**config.mk**
```make
export PLATFORM = sky130hd
export DESIGN_NAME = ff_exp_seq_flat
export DESIGN_NICKNAME = d
export VERILOG_FILES = /design/src/rtl/ff_exp_seq_if.sv /design/src/rtl/ff_exp_seq.sv /design/src/flat_wrapper.sv
export SDC_FILE = /design/constraint.sdc
export NUM_CORES = 1
export LEC_CHECK = 0
export ABC_AREA = 1
export ABC_CLOCK_PERIOD_IN_PS = 3100
export CAP_MARGIN = 20
export CORE_ASPECT_RATIO = 1.75
export CORE_MARGIN = 10
export CORE_UTILIZATION = 65
export DETAILED_ROUTE_END_ITERATION = 8
export DONT_BUFFER_PORTS = 1
export GPL_ROUTABILITY_DRIVEN = 0
export PLACE_DENSITY = 0.83
export RECOVER_POWER = 25
export SYNTH_ARGS = -nofsm -noshare
export SYNTH_HDL_FRONTEND = slang
export SYNTH_SLANG_ARGS = --single-unit
```
**constraint.sdc**
```tcl
create_clock -name clk -period 3.1 [get_ports clk]
set_clock_uncertainty 0.1 [all_clocks]
set_input_delay 0.465 -clock clk [delete_from_list [all_inputs] [get_ports clk]]
set_output_delay 0.465 -clock clk [all_outputs]
set_load 0.1 [all_outputs]
```
**src/rtl/ff_exp_seq_if.sv**
```systemverilog
// Request/result bundle for the GF(2^8) exponentiation sequencer.
// The master issues start with its operands; the slave returns busy, done and result.
interface ff_exp_seq_if #(
  parameter int EXP_W = 8
);
  logic             start;
  logic [7:0]       base_in;
  logic [EXP_W-1:0] exp_in;
  logic             busy;
  logic             done;
  logic [7:0]       result;

  modport master (
    output start, base_in, exp_in,
    input  busy, done, result
  );

  modport slave (
    input  start, base_in, exp_in,
    output busy, done, result
  );
endinterface

```
**src/rtl/ff_exp_seq.sv**
```systemverilog
// Constant-time GF(2^8) exponentiation: base^exp by left-to-right square-and-multiply,
// time-sharing one combinational field multiplier (polynomial 0x11B).
module ff_mult (
  input  logic [7:0] f_in,
  input  logic [7:0] p_in,
  output logic [7:0] p_out
);
  always_comb begin : mult_loop
    logic [7:0] shifted;
    p_out   = 8'h00;
    shifted = f_in;
    for (int i = 0; i < 8; i++) begin
      if (p_in[i]) p_out = p_out ^ shifted;
      // multiply by x, folding x^8 back in as x^4+x^3+x+1
      shifted = {shifted[6:0], 1'b0} ^ (shifted[7] ? 8'h1B : 8'h00);
    end
  end
endmodule

module ff_exp_seq #(
  parameter int EXP_W = 8
) (
  input  logic         clk,
  input  logic         rst,
  ff_exp_seq_if.slave  bus
);
  localparam int IDX_W = (EXP_W > 1) ? $clog2(EXP_W) : 1;
  localparam logic [IDX_W-1:0] IDX_LAST = IDX_W'(EXP_W - 1);
  localparam logic [IDX_W-1:0] IDX_ONE  = IDX_W'(1);

  typedef enum logic [1:0] {
    IDLE = 2'd0,
    SQR  = 2'd1,
    MUL  = 2'd2
  } state_t;

  state_t           state_reg, state_next;
  logic [7:0]       acc_reg, acc_next;
  logic [7:0]       base_reg, base_next;
  logic [EXP_W-1:0] exp_reg, exp_next;
  logic [IDX_W-1:0] idx_reg, idx_next;
  logic [7:0]       result_reg, result_next;
  logic             done_reg, done_next;

  logic [7:0] mult_f, mult_p, mult_out, mul_sel;

  ff_mult u_mult (
    .f_in  (mult_f),
    .p_in  (mult_p),
    .p_out (mult_out)
  );

  always_ff @(posedge clk) begin
    if (rst) begin
      state_reg  <= IDLE;
      acc_reg    <= 8'h00;
      base_reg   <= 8'h00;
      exp_reg    <= '0;
      idx_reg    <= '0;
      result_reg <= 8'h00;
      done_reg   <= 1'b0;
    end else begin
      state_reg  <= state_next;
      acc_reg    <= acc_next;
      base_reg   <= base_next;
      exp_reg    <= exp_next;
      idx_reg    <= idx_next;
      result_reg <= result_next;
      done_reg   <= done_next;
    end
  end

  always_comb begin
    state_next  = state_reg;
    acc_next    = acc_reg;
    base_next   = base_reg;
    exp_next    = exp_reg;
    idx_next    = idx_reg;
    result_next = result_reg;
    done_next   = 1'b0;
    mult_f      = acc_reg;
    mult_p      = acc_reg;
    // The multiply runs every MUL cycle; the exponent bit only steers this mux.
    mul_sel     = exp_reg[idx_reg] ? mult_out : acc_reg;

    case (state_reg)
      IDLE: begin
        if (bus.start) begin
          base_next  = bus.base_in;
          exp_next   = bus.exp_in;
          acc_next   = 8'h01;
          idx_next   = IDX_LAST;
          state_next = SQR;
        end
      end
      SQR: begin
        acc_next   = mult_out;
        state_next = MUL;
      end
      MUL: begin
        mult_p   = base_reg;
        acc_next = mul_sel;
        if (idx_reg != '0) begin
          idx_next   = idx_reg - IDX_ONE;
          state_next = SQR;
        end else begin
          result_next = mul_sel;
          done_next   = 1'b1;
          state_next  = IDLE;
        end
      end
      default: state_next = IDLE;
    endcase
  end

  assign bus.busy   = (state_reg == SQR) || (state_reg == MUL);
  assign bus.done   = done_reg;
  assign bus.result = result_reg;
endmodule

```
**src/flat_wrapper.sv**
```systemverilog
// flat-port wrapper written by rule: the top's interface ports become plain ports
module ff_exp_seq_flat 
#(
  parameter int EXP_W = 8
)
  (clk, rst, bus_start, bus_base_in, bus_exp_in, bus_busy, bus_done, bus_result);
  ff_exp_seq_if #(.EXP_W(EXP_W)) bus_i ();
  input  logic clk;
  input  logic rst;
  input wire logic [$bits(bus_i.start)-1:0] bus_start;
  input wire logic [$bits(bus_i.base_in)-1:0] bus_base_in;
  input wire logic [$bits(bus_i.exp_in)-1:0] bus_exp_in;
  output wire logic [$bits(bus_i.busy)-1:0] bus_busy;
  output wire logic [$bits(bus_i.done)-1:0] bus_done;
  output wire logic [$bits(bus_i.result)-1:0] bus_result;
  assign bus_i.start = bus_start;
  assign bus_i.base_in = bus_base_in;
  assign bus_i.exp_in = bus_exp_in;
  assign bus_busy = bus_i.busy;
  assign bus_done = bus_i.done;
  assign bus_result = bus_i.result;
  ff_exp_seq #(.EXP_W(EXP_W)) u_core (.clk(clk), .rst(rst), .bus(bus_i));
endmodule
```
==> metrics.csv <==
stage,metric,value,unit
finish,layout.nets,620,
power,p_seq_share,35.0,%
setup_path,crit_required,3.18,ns
timing,fin_crit,2.79,ns
timing,setup_violations,0,
power,clkPwrFrac,14.7,%
run,drv_cap,0,
power,p_sw_share,53.3,%
setup_path,critPathMaxFanout,12,
floorplanning,fp-row-count,34,
detailed_routing,num_vias,3784,
synthesis,syn_nets,622,
timing,max-slew-margin-rel,33.2,%
power,ir_drop,0.000652,V
global_route,grt_overflow_total,0,
synthesis,synth.yosys.warnings,0,
power,comb_power_share,50.3,%
power,leakagePower,1.69,nW
clocking,clk_pin_slew,0.08,ns
setup_path,start_kind,flop,
setup_path,critPathArrivalTime,2.87,ns
detailed_routing,drt_wl_total,9650,um
synthesis,synth.area.top_cells,"nand2_1 25%, dfxtp_1 23%, nand3_1 11%, nor2_1 7.1%, inv_1 6.7%",
floorplanning,die-area,8570,um^2
global_route,grt_pass1_vias,3718,
detailed_routing,drt_iter0_drc,421,
floorplanning,num_io_pins,29,
detailed_routing,wl_per_cell,14.8,um
global_route,grt_first_pass_wirelength,16600,um
synthesis,synth_cell_type_count,32,
clocking,tritoncts,built,
clocking,insertion_delay,0.29,ns
clocking,cts.htree.levels,2,
synthesis,synth_edf_count,0,
timing,fmax,358,MHz
finish,drive_gt1_share,6.21,%
finish,area_delta_synth_final,3.08,%
timing,hold_violations,0,
floorplanning,die_y,115,um
timing,rsz0062_at_grt,false,
setup_path,worstSetupPathType,flop to flop,
synthesis,netlist_area,3370,um^2
timing,period_share,90.1,%
finish,antennaDiodeCount,0,
floorplanning,die_w,74.4,um
place,post-place-ws,0.363,ns
outcome,status,"complete, no violations",
finish,fin_area,3470,um^2
global_route,grt_max_degree,29,
detailed_routing,dr.pass1.iters,6,
synthesis,synth_top_area_share,25.4,%
min_path,hp-class,input pin to flop,
floorplanning,core-area,5020,um^2
clocking,post_cts_buffers,0,
place,io_buffers,0,
timing,layout_setup_ws,0.308,ns
power,power_density,683,nW/um^2
power,p_sw,0.00126,W
synthesis,ys_seq_elements,38,
synthesis,avgSynthCellArea,5.64,um^2
place,placed_area,3380,um^2
floorplanning,start_util,67.1,%
setup_path,cp-end-kind,flop,
clocking,root_buffer,clkbuf_8,
clocking,postCtsHoldBufs,0,
timing,setup_tns,0,ns
global_route,grt_antenna_before_repair,0,
clocking,numCtsBuffers,5,
clocking,clockBufferDepth,2,
synthesis,synth_top_area_cell,nand2_1,
detailed_routing,drtAntennaViolNets,0,
synthesis,syn_inst,597,
synthesis,ys.flop_type,dfxtp_1,
detailed_routing,vias_per_cell,5.82,
global_route,grt.total_usage,23.9,%
clocking,cts.sinks,38,
timing,worst_slew_pin_slew,1.00,ns
synthesis,ys_seq_area_share,22.6,%
synthesis,synth-async-reset-ratio,0,%
clocking,postCtsResizedCells,0,
power,power.internal,0.00111,W
place,dp_hpwl,7830,um
timing,finalMaxSlewViolations,0,
detailed_routing,drc_errors,0,
[cell usage after synthesis, types with 2 or more instances]
cell,number
nand2_1,228
dfxtp_1,38
inv_1,60
o21ai_4,2
buf_2,2
a21oi_1,20
inv_4,3
ha_1,6
xnor2_2,2
o21ai_2,4
nand3_1,75
nand3b_1,3
nand2_2,10
nor2_1,64
nor2_2,2
inv_2,2
xor2_1,12
o211ai_1,3
o21ai_0,27
xnor2_1,9
buf_4,2
clkbuf_1,6
a22oi_1,2
o21ai_1,2
buf_6,4
a31oi_1,3
[cell families after synthesis]
kind of cell / Yosys count / synth area share, %
AO/OA/AOI/OAI: 64 / 11.2
XOR/XNOR: 23 / 6.43
AND/OR/NAND/NOR: 385 / 47.1
buffers and inverters: 81 / 10.4
flip-flops: 38 / 22.6
adder cells (fa/ha/maj): 6 / 2.23
[per-stage QoR]
| stage | cells | hold WS [ns] | utilization [%] | power, W |
|---|---|---|---|---|
| 2_1_floorplan | 597 | 0.330 | - | 0.00173 |
| 3_3_place_gp | 642 | 0.358 | 67.4 | 0.00198 |
| 3_5_place_dp | 642 | 0.370 | 67.4 | 0.00201 |
| 4_1_cts | 650 | 0.130 | 69.2 | 0.00235 |
| 5_1_grt | 650 | 0.126 | 69.1 | 0.00255 |
| 6_report | 650 | 0.130 | 69.1 | 0.00237 |
[metal layers]
| metal | share of wire, % | wire length [um] | vias up | track usage, % |
|---|---|---|---|---|
| met2 | 49 | 4770 | 179 | 40.6 |
| met4 | 9.8 | 944 | 0 | 22.2 |
| met5 | 0 | 0 | - | 0 |
| met1 | 35 | 3360 | 1663 | 23.6 |
| met3 | 5.9 | 572 | 69 | 4.14 |
| li1 | - | - | 1873 | - |
[area by class of cell]
class	count	area (um^2)
clock buffers	7	86.3
clock inverters	1	5.00
fillers	492	1550
inverters	66	255
multi-input cells	478	2250
flip-flops and latches	38	761
well taps	54	67.6
repair buffers	6	41.3
[critical path: stages, from the launching register on]
cell and delay, ns:
dfxtp_1 0.34, inv_1 0.09, ha_1 0.44, inv_4 0.11, nand2_1 0.09, nand2_1 0.14, nor2_1 0.16, xor2_1 0.30
xnor2_1 0.17, xor2_1 0.20, inv_1 0.05, o21ai_0 0.13, nand3_1 0.18, nand3_1 0.12, nand2_1 0.05
[worst paths after layout]
path | startpoint | to | slack, ns | depth (start not counted)
worst min register to register | u_core.base_reg[0]$_SDFFE_PP0P_ | u_core.base_reg[0]$_SDFFE_PP0P_ | 0.39 | 2
worst max register to register | u_core.state_reg[0]$_SDFFE_PP0P_ | u_core.bus.result[0]$_SDFFE_PP0P_ | 0.31 | 14
worst max-delay path | u_core.state_reg[0]$_SDFFE_PP0P_ | u_core.bus.result[0]$_SDFFE_PP0P_ | 0.31 | 14
worst min-delay path | rst | u_core.acc_reg[5]$_SDFFE_PP0P_ | 0.13 | 1
[power groups by stage]
stage / Sequential (W) / Combinational, W / Clock [W]
finish: 0.000830 / 0.00119 / 0.000348
global route: 0.000838 / 0.00134 / 0.000366
CTS: 0.000828 / 0.00118 / 0.000350
detailed placement: 0.000838 / 0.00117 / 0
global placement: 0.000835 / 0.00114 / 0
floorplan: 0.000797 / 0.000932 / 0
[cell usage in the layout, fill, tap and decap left out]
cell      count
nor3_1        1
o211ai_1      3
nand2_1     228
a22oi_1       2
clkinv_2      1
clkbuf_8      6
a31oi_1       3
o21ai_4       2
inv_2         2
a21oi_1      20
xnor2_2       2
o21ai_2       4
o21ai_0      27
nor2_2        2
inv_4         3
buf_4         5
nor2_1       64
dfxtp_1      38
xnor2_1       9
xor2_1       12
nand2_2      10
clkbuf_1      2
nand4_1       1
o21bai_1      1
nand3b_1      3
or2_1         1
o21ai_1       2
ha_1          6
clkinv_1      1
nand3_1      75
inv_1        60
No activity file was read; power rests on OpenSTA's default activity.
